$ cat config.mk
export PLATFORM = sky130hd
export DESIGN_NAME = queue_issue_arbiter_flat
export DESIGN_NICKNAME = d
export VERILOG_FILES = /design/src/rtl/queue_issue_arbiter_if.sv /design/src/rtl/queue_issue_arbiter.sv /design/src/flat_wrapper.sv
export SDC_FILE = /design/constraint.sdc
export NUM_CORES = 1
export LEC_CHECK = 0
export ABC_AREA = 0
export CORE_MARGIN = 2
export CORE_UTILIZATION = 35
export DETAILED_ROUTE_END_ITERATION = 8
export GPL_TIMING_DRIVEN = 1
export PLACE_DENSITY = 0.66
export SKIP_LAST_GASP = 1
export SLEW_MARGIN = 5
export SYNTH_ARGS = -nofsm -noshare
export SYNTH_HDL_FRONTEND = slang
export SYNTH_SLANG_ARGS = --single-unit
$ cat constraint.sdc
create_clock -name clk -period 5.4 [get_ports clk]
set_clock_uncertainty 0.1 [all_clocks]
set_input_delay 1.08 -clock clk [delete_from_list [all_inputs] [get_ports clk]]
set_output_delay 1.08 -clock clk [all_outputs]
set_load 0.1 [all_outputs]
$ cat src/rtl/queue_issue_arbiter_if.sv
// Issue-side bundle between producer stages, the issue arbiter and the dual-slot queue.
interface queue_issue_arbiter_if #(
  parameter int DATA_WIDTH = 16,
  parameter int NUM_REQ    = 4
);
  logic [NUM_REQ-1:0]            req;
  logic [NUM_REQ*DATA_WIDTH-1:0] req_data;
  logic [NUM_REQ-1:0]            gnt;
  logic [1:0]                    stall_in;
  logic                          flush_req;
  logic                          q_valid1;
  logic                          q_valid2;
  logic [DATA_WIDTH-1:0]         q_data1;
  logic [DATA_WIDTH-1:0]         q_data2;
  logic                          q_flush;
  logic                          busy;

  modport master (
    output req, req_data, stall_in, flush_req,
    input  gnt, q_valid1, q_valid2, q_data1, q_data2, q_flush, busy
  );

  modport slave (
    input  req, req_data, stall_in, flush_req,
    output gnt, q_valid1, q_valid2, q_data1, q_data2, q_flush, busy
  );
endinterface

$ cat src/rtl/queue_issue_arbiter.sv
// Round-robin two-wide issue arbiter feeding the dual-slot pipeline queue,
// with a FLUSH pulse followed by a fixed no-grant quiesce window.
module queue_issue_arbiter #(
  parameter int DATA_WIDTH     = 16,
  parameter int NUM_REQ        = 4,
  parameter int QUIESCE_CYCLES = 2
) (
  input logic                 clk,
  input logic                 rst,
  queue_issue_arbiter_if.slave bus
);

  localparam int PTR_W = $clog2(NUM_REQ);

  typedef enum logic [1:0] {IDLE, FLUSH, QUIESCE} state_t;

  state_t                state;
  logic [3:0]            qcnt;
  logic [PTR_W-1:0]      rr_ptr;
  logic                  q_flush_p1;
  logic                  busy_p1;
  logic                  q_valid1_p1;
  logic                  q_valid2_p1;
  logic [DATA_WIDTH-1:0] q_data1_p1;
  logic [DATA_WIDTH-1:0] q_data2_p1;

  logic [DATA_WIDTH-1:0] data_arr [NUM_REQ];
  logic [1:0]            cap;
  logic                  g0_found;
  logic                  g1_found;
  logic [PTR_W-1:0]      g0_idx;
  logic [PTR_W-1:0]      g1_idx;
  logic                  allow;
  logic                  take0;
  logic                  take1;
  logic [NUM_REQ-1:0]    gnt_c;

  function automatic logic [PTR_W-1:0] inc_ptr(input logic [PTR_W-1:0] p);
    return (p == PTR_W'(NUM_REQ - 1)) ? '0 : p + 1'b1;
  endfunction

  always_comb begin
    for (int i = 0; i < NUM_REQ; i++) begin
      data_arr[i] = bus.req_data[i*DATA_WIDTH +: DATA_WIDTH];
    end
  end

  // Stall code 01 is illegal and treated as a full queue.
  always_comb begin
    case (bus.stall_in)
      2'b00:   cap = 2'd2;
      2'b10:   cap = 2'd1;
      default: cap = 2'd0;
    endcase
  end

  always_comb begin
    int idx;
    idx      = 0;
    g0_found = 1'b0;
    g1_found = 1'b0;
    g0_idx   = '0;
    g1_idx   = '0;
    for (int k = 0; k < NUM_REQ; k++) begin
      idx = int'(rr_ptr) + k;
      if (idx >= NUM_REQ) idx = idx - NUM_REQ;
      if (bus.req[idx[PTR_W-1:0]]) begin
        if (!g0_found) begin
          g0_found = 1'b1;
          g0_idx   = idx[PTR_W-1:0];
        end else if (!g1_found) begin
          g1_found = 1'b1;
          g1_idx   = idx[PTR_W-1:0];
        end
      end
    end
  end

  // A flush request wins over any grant in the same cycle.
  assign allow = rst && (state == IDLE) && !bus.flush_req;
  assign take0 = allow && g0_found && (cap != 2'd0);
  assign take1 = allow && g1_found && (cap == 2'd2);

  always_comb begin
    gnt_c = '0;
    if (take0) gnt_c[g0_idx] = 1'b1;
    if (take1) gnt_c[g1_idx] = 1'b1;
  end

  always_ff @(posedge clk or negedge rst) begin
    if (!rst) begin
      state      <= IDLE;
      qcnt       <= '0;
      q_flush_p1 <= 1'b0;
      busy_p1    <= 1'b0;
    end else if (bus.flush_req) begin
      state      <= FLUSH;
      qcnt       <= '0;
      q_flush_p1 <= 1'b1;
      busy_p1    <= 1'b1;
    end else begin
      case (state)
        IDLE: begin
          q_flush_p1 <= 1'b0;
          busy_p1    <= 1'b0;
        end
        FLUSH: begin
          state      <= QUIESCE;
          qcnt       <= 4'(QUIESCE_CYCLES);
          q_flush_p1 <= 1'b0;
          busy_p1    <= 1'b1;
        end
        QUIESCE: begin
          q_flush_p1 <= 1'b0;
          if (qcnt <= 4'd1) begin
            state   <= IDLE;
            qcnt    <= '0;
            busy_p1 <= 1'b0;
          end else begin
            qcnt    <= qcnt - 4'd1;
            busy_p1 <= 1'b1;
          end
        end
        default: begin
          state      <= IDLE;
          qcnt       <= '0;
          q_flush_p1 <= 1'b0;
          busy_p1    <= 1'b0;
        end
      endcase
    end
  end

  // Issue stage -> queue slot registers (one cycle latency)
  always_ff @(posedge clk or negedge rst) begin
    if (!rst) begin
      rr_ptr      <= '0;
      q_valid1_p1 <= 1'b0;
      q_valid2_p1 <= 1'b0;
      q_data1_p1  <= '0;
      q_data2_p1  <= '0;
    end else begin
      q_valid1_p1 <= take0;
      q_valid2_p1 <= take1;
      q_data1_p1  <= take0 ? data_arr[g0_idx] : '0;
      q_data2_p1  <= take1 ? data_arr[g1_idx] : '0;
      if (take1)      rr_ptr <= inc_ptr(g1_idx);
      else if (take0) rr_ptr <= inc_ptr(g0_idx);
    end
  end

  assign bus.gnt      = gnt_c;
  assign bus.q_valid1 = q_valid1_p1;
  assign bus.q_valid2 = q_valid2_p1;
  assign bus.q_data1  = q_data1_p1;
  assign bus.q_data2  = q_data2_p1;
  assign bus.q_flush  = q_flush_p1;
  assign bus.busy     = busy_p1;

endmodule

$ cat src/flat_wrapper.sv
// flat-port wrapper written by rule: the top's interface ports become plain ports
module queue_issue_arbiter_flat 
#(
  parameter int DATA_WIDTH     = 16,
  parameter int NUM_REQ        = 4,
  parameter int QUIESCE_CYCLES = 2
)
  (clk, rst, bus_req, bus_req_data, bus_stall_in, bus_flush_req, bus_gnt, bus_q_valid1, bus_q_valid2, bus_q_data1, bus_q_data2, bus_q_flush, bus_busy);
  queue_issue_arbiter_if #(.DATA_WIDTH(DATA_WIDTH), .NUM_REQ(NUM_REQ)) bus_i ();
  input logic clk;
  input logic rst;
  input wire logic [$bits(bus_i.req)-1:0] bus_req;
  input wire logic [$bits(bus_i.req_data)-1:0] bus_req_data;
  input wire logic [$bits(bus_i.stall_in)-1:0] bus_stall_in;
  input wire logic [$bits(bus_i.flush_req)-1:0] bus_flush_req;
  output wire logic [$bits(bus_i.gnt)-1:0] bus_gnt;
  output wire logic [$bits(bus_i.q_valid1)-1:0] bus_q_valid1;
  output wire logic [$bits(bus_i.q_valid2)-1:0] bus_q_valid2;
  output wire logic [$bits(bus_i.q_data1)-1:0] bus_q_data1;
  output wire logic [$bits(bus_i.q_data2)-1:0] bus_q_data2;
  output wire logic [$bits(bus_i.q_flush)-1:0] bus_q_flush;
  output wire logic [$bits(bus_i.busy)-1:0] bus_busy;
  assign bus_i.req = bus_req;
  assign bus_i.req_data = bus_req_data;
  assign bus_i.stall_in = bus_stall_in;
  assign bus_i.flush_req = bus_flush_req;
  assign bus_gnt = bus_i.gnt;
  assign bus_q_valid1 = bus_i.q_valid1;
  assign bus_q_valid2 = bus_i.q_valid2;
  assign bus_q_data1 = bus_i.q_data1;
  assign bus_q_data2 = bus_i.q_data2;
  assign bus_q_flush = bus_i.q_flush;
  assign bus_busy = bus_i.busy;
  queue_issue_arbiter #(.DATA_WIDTH(DATA_WIDTH), .NUM_REQ(NUM_REQ), .QUIESCE_CYCLES(QUIESCE_CYCLES)) u_core (.clk(clk), .rst(rst), .bus(bus_i));
endmodule
-- Word level (Yosys, flattened, before mapping)
Index checks and enable logic that the tools add are counted.
- output and inout bits: 40
- word-level logic and storage cells: 125
- input port bits: 73
- register bits: 44
- add/sub/neg operators: 10
- multiplexer cells: 66
- equal/unequal tests: 8
- reduce and logical (&&, ||, !) cells: 14
- bitwise operators: 3
- order comparisons: 15
- operators by type and width (cell ; count):
    $mux W16 ; 6
    $bmux W16 S2 ; 2
    $mux W2 ; 25
    $mux W1 ; 19
    $lt A2 B3 Y1 const B ; 6
    $mux W4 ; 4
    $ge A3 B3 Y1 const B ; 5
    $pmux W4 S3 ; 1
    $eq A2 B2 Y1 const B ; 5
    $bmux W1 S2 ; 4
    $logic_and A1 B1 Y1 ; 8
    $sub A2 B1 Y2 const B ; 4
    $add A2 B2 Y3 const B ; 2
    $not A2 Y3 ; 2
    $pmux W2 S3 ; 1
    $add A2 B1 Y2 const B ; 2
    $demux W1 S2 ; 2
    $ge A2 B1 Y1 const B ; 2
    $le A4 B1 Y1 const B ; 1
    $logic_not A2 Y1 ; 2
    $or A4 B4 Y4 ; 1
    $pmux W2 S2 ; 1
    $reduce_bool A2 Y1 ; 2
    $sub A4 B1 Y4 const B ; 1
    other kinds (8) ; 8

-- Longest topological paths before layout
- depth after elaboration: 19
- mapped depth: 15
- gate-level depth less buffers: 12

-- Least setup slack after synthesis
Ideal clock, no wire load.
- path kind: input -> output
- from: input bus_req[3]
- to: output bus_gnt[1]
- data required time: 4.220 ns
- path buffers: 3
- stages: 10
- arrival time: 4.676 ns
- slack: -0.456 ns
- cells stage by stage: buf_2 nand2b_1 a21oi_1 a2111oi_0 or4_1 nor2_1 nand2b_1 buf_2 buf_2 o21ai_0
- elaborated cells between the ends (all ways): 50
- classes of those cells: order compare (4); mux (39); bitwise (1); reduce/logical (6)
- RTL lines (item ; line ; text):
    start, declared ; flat_wrapper.sv:12 ; input wire logic [$bits(bus_i.req)-1:0] bus_req;
    $bmux W1 S2 ; queue_issue_arbiter.sv:67 ; if (bus.req[idx[PTR_W-1:0]]) begin
    $mux W1 (not written as such) ; queue_issue_arbiter.sv:67 ;
    $mux W1 ; queue_issue_arbiter.sv:67 ;
    $mux W1 ; queue_issue_arbiter.sv:68 ; if (!g0_found) begin
    $mux W1 ; queue_issue_arbiter.sv:67 ;
    $mux W1 ; queue_issue_arbiter.sv:68 ;
    $mux W1 ; queue_issue_arbiter.sv:67 ;
    $mux W1 ; queue_issue_arbiter.sv:68 ;
    $mux W1 (*) ; queue_issue_arbiter.sv:67 ;
    $logic_and A1 B1 Y1 (*) (2 in a row) ; queue_issue_arbiter.sv:82 ; assign take1 = allow && g1_found && (cap == 2'd2);
    via u_core.take1 ; queue_issue_arbiter.sv:35 ; logic take1;
    $mux W4 (*) ; queue_issue_arbiter.sv:87 ; if (take1) gnt_c[g1_idx] = 1'b1;
    end, declared ; flat_wrapper.sv:16 ; output wire logic [$bits(bus_i.gnt)-1:0] bus_gnt;
The timed path passes the listed nets; every way through them passes the cells marked *. The select of a mux whose other input is x is not followed.

-- Worst setup path after layout
- from: input bus_req[0]
- to: output bus_gnt[0]
- longest elaborated chain between the ends: 17
- elaborated cells between the ends (all ways): 50
- classes of those cells: order compare (4); mux (39); bitwise (1); reduce/logical (6)
- ends and longest elaborated chain (item ; line ; text):
    $bmux W1 S2 ; queue_issue_arbiter.sv:67 ;
    $mux W1 (not written as such) ; queue_issue_arbiter.sv:67 ;
    $mux W1 ; queue_issue_arbiter.sv:67 ;
    $mux W2 / $mux W1 (equally long branches) ; queue_issue_arbiter.sv:68 ;
    $mux W2 / $mux W1 (equally long branches) ; queue_issue_arbiter.sv:67 ;
    $mux W2 ; queue_issue_arbiter.sv:71 ; end else if (!g1_found) begin
    $mux W2 ; queue_issue_arbiter.sv:68 ;
    $mux W2 ; queue_issue_arbiter.sv:67 ;
    $mux W2 ; queue_issue_arbiter.sv:71 ;
    $mux W2 ; queue_issue_arbiter.sv:68 ;
    $mux W2 ; queue_issue_arbiter.sv:67 ;
    $lt A2 B3 Y1 (not written as such) / $ge A2 B1 Y1 (equally long branches) ; queue_issue_arbiter.sv:87 ;
    $logic_and A1 B1 Y1 (not written as such) ; queue_issue_arbiter.sv:87 ;
    $mux W1 (not written as such) ; queue_issue_arbiter.sv:87 ;
    $demux W1 S2 ; - ;
    $or A4 B4 Y4 (no source line) ; - ;
    $mux W4 (*) ; queue_issue_arbiter.sv:87 ;
Every way passes the cells marked *; elsewhere a longest branch is shown, timed or not. The select of a mux whose other input is x is not followed.

==> metrics.yaml <==
routing:
  drt_iter0_drc: 115
  drcViolationCount: 0
  ant_nets: 0
  first_pass_iters: 4
  via_per_inst: 5.418
  wl_um: 9077
  via_count: 2850
  routedWlPerCell_um: 17.26
yosys:
  syn_inst: 312
  synth_cell_type_count: 49
  syn-cell-area_mm2: 0.002975
  synth-seq-area-share_pct: 37.01
  yosys_warnings: 0
  synth_top_flop_cell: "dfrtp_1"
  syn-num-nets: 397
  ys_seq_elements: 44
  synth_area_per_cell_um2: 9.536
  synth_edf_count: 0
  synthArstFlopShare_pct: 100.0
grt:
  grt_pass1_wl_um: 13590
  gr-total-overflow: 0
  grt_pass1_vias: 2766
  grt_start_max_net_pins: 45
  grt_antenna_before_repair: 0
  grt_use_total_pct: 18.79
place:
  post-place-ws_ns: 0.2877
  portBuffers: 112
  finalWeightedCongestion: 0.8976
  postPlaceCellArea_mm2: 0.004250
  dp_hpwl_um: 6537
timing:
  layout_setup_ws_ns: 0.2993
  hold_viol: 0
  slew_headroom_pct: 32.69
  fmax_mhz: 196.1
  setup_violations: 0
  hold_slack_ns: 0.4480
  fin_crit_sh_pct: 94.46
  worst_pin_slew_ns: 1.006
  min_period_ns: 5.101
  rsz0062_at_grt: "false"
  finalMaxSlewViolations: 0
worst_setup_path:
  r2r_setup_slack_ns: 2.03
  worstSetupStartpoint: "bus_req[0]"
  critical_path_arrival_ns: 3.92
  cp-start-kind: "input port"
  end_kind: "primary output"
  r2r-start: "u_core.rr_ptr[1]"
  reg2reg_depth: 10
  crit_end: "bus_gnt[0]"
  cp_max_fo: 10
  crit_type: "input port to primary output"
  r2r_end: "u_core.bus.q_data1[6]"
  required_ns: 4.22
clock_network:
  hold_buffers: 0
  clkTransAtPathRegs_ns: 0.09
  cts_root_buf: "clkbuf_8"
  clkLatencyLatePin_ns: 0.30
  cts_setup_buffers: 0
  cts_inserted_buffers: 5
  clockBufferDepth: 2
  htreeDepth: 2
  ctsResizeCount: 0
  cts_sinks: 44
  cts_tree: "done"
die:
  start_util_pct: 36.21
  core_mm2: 0.008217
  die_area_mm2: 0.009254
  ios: 113
  fp.dieH_um: 96.20
  die_width_um: 96.20
  row_count: 33
layout:
  fin_area_mm2: 0.004372
  antenna_cells: 0
  drive_above_1_share_pct: 9.501
  areaGrowthSynthToFinish_pct: 46.93
  multi_input_area_mm2: 0.001723
  fin_nets: 505
  seq_area_mm2: 0.001101
  fin_util_pct: 53.21
  fill_cells: 733
pwr:
  p_leak_nw: 1.966
  power_frac_seq_pct: 25.3
  clkPwrFrac_pct: 17.5
  peakVddDrop_uv: 277.9
  switching_share_pct: 45.20
  comb_power_share_pct: 57.2
  intPower_uw: 854.3
  p_per_area_mw_per_mm2: 356.6
  switchingPower_uw: 704.6
status:
  status: "complete, no violations"
worst_hold_path:
  hp-class: "flip-flop to flip-flop"
flow_run:
  drv_cap: 0
## registers in the layout (all words and copies together) (netlist names)
register / count
u_core.rr_ptr: 2
u_core.bus.q_data2: 16
u_core.bus.q_valid1: 1
u_core.bus.q_data1: 16
u_core.state: 2
u_core.bus.q_flush: 1
u_core.qcnt: 4
u_core.bus.busy: 1
u_core.bus.q_valid2: 1
## cell usage after synthesis, types with 3 or more instances
library cell | number | area [um2]
dfrtp_1 | 44 | 1101
nand3_1 | 32 | 160.2
nor3_1 | 4 | 20.02
nor2_1 | 20 | 75.07
nor2b_1 | 3 | 18.77
inv_1 | 10 | 37.54
ha_1 | 12 | 150.1
buf_2 | 15 | 75.07
o211ai_2 | 6 | 75.07
clkbuf_1 | 7 | 26.28
o21ai_0 | 11 | 55.05
nand2_1 | 12 | 45.04
o22ai_1 | 18 | 112.6
nand2b_1 | 6 | 37.54
o211ai_1 | 10 | 75.07
mux2i_1 | 51 | 510.5
a21oi_1 | 12 | 60.06
## cell usage in the layout, fill, tap and decap left out, types with 2 or more instances in the layout
cell type	count
nor2_1	19
buf_4	13
nor2b_1	3
o22ai_1	18
o211ai_1	10
a21oi_1	12
nand3_1	32
clkdlybuf4s50_1	107
dfrtp_1	44
o21ai_0	9
and2_1	2
mux2i_1	51
ha_1	12
or3_1	2
nand3b_1	2
a211oi_1	2
nand2_1	12
mux2_2	2
clkbuf_8	6
nor3_1	4
o211ai_2	6
inv_1	10
a22oi_1	2
buf_12	4
nand2b_1	6
## through the flow
stage	total power [mW]	std cells	TNS (ns)
final	1.559	526	0
after global routing	1.647	526	0
after CTS	1.563	526	0
after detailed placement	1.286	518	0
after global placement	1.279	518	0
after floorplan	1.075	312	-0.9112
## power groups by stage
stage	registers, mW	clock network [mW]	logic (mW)
floorplan	0.452	0	0.623
global placement	0.401	0	0.878
detailed placement	0.400	0	0.886
CTS	0.393	0.280	0.890
global route	0.400	0.293	0.955
finish	0.395	0.272	0.892
## worst min-delay path by stage
stage | start | slack (ns) | endpoint | cells past startpoint
after floorplan | u_core.qcnt[1] | 0.40 | u_core.qcnt[1] | 2
after global placement | u_core.qcnt[1] | 0.42 | u_core.qcnt[1] | 2
after detailed placement | u_core.qcnt[1] | 0.44 | u_core.qcnt[1] | 2
after CTS | u_core.qcnt[1] | 0.46 | u_core.qcnt[1] | 2
after global routing | u_core.state[1] | 0.50 | u_core.state[1] | 2
final | u_core.qcnt[1] | 0.45 | u_core.qcnt[1] | 2
## layer usage
metal	up-vias	routed length (um)	track usage, %
li1	1379	-	-
met1	1383	3819	24.71
met2	86	4817	33.39
met3	2	411	2.271
met4	0	28	3.095
met5	-	0	0
## worst max-delay path: stages
cell and delay [ns]:
clkdlybuf4s50_1 0.41, nor2b_1 0.13, a211oi_1 0.22, a21oi_1 0.09, ha_1 0.32, mux2_2 0.26, o311a_1 0.12, nor3_1 0.28
a21oi_4 0.13, inv_2 0.22, ha_1 0.18, nand2_1 0.04, o21ai_1 0.19, buf_12 0.22
## cell type report
class	instances	area share (%)
multi-input combinational	233	39.41
timing repair buffer	125	28.68
sequential	44	25.19
tap	105	3.005
clock buffer	6	1.889
inverter	11	0.9445
clock inverter	2	0.8872
## cells by family (layout without fill, tap and decap cells)
| family | count (synthesis) | in the layout | synth area share, % |
|---|---|---|---|
| AOI/OAI and AO/OA | 77 | 77 | 18.84 |
| and+or+nand+nor | 90 | 90 | 15.31 |
| buffers and inverters | 35 | 144 | 5.551 |
| adders and majority gates | 13 | 13 | 5.383 |
| muxes | 53 | 53 | 17.91 |
| DFF | 44 | 44 | 37.01 |
No activity file was read; power rests on OpenSTA's default activity.
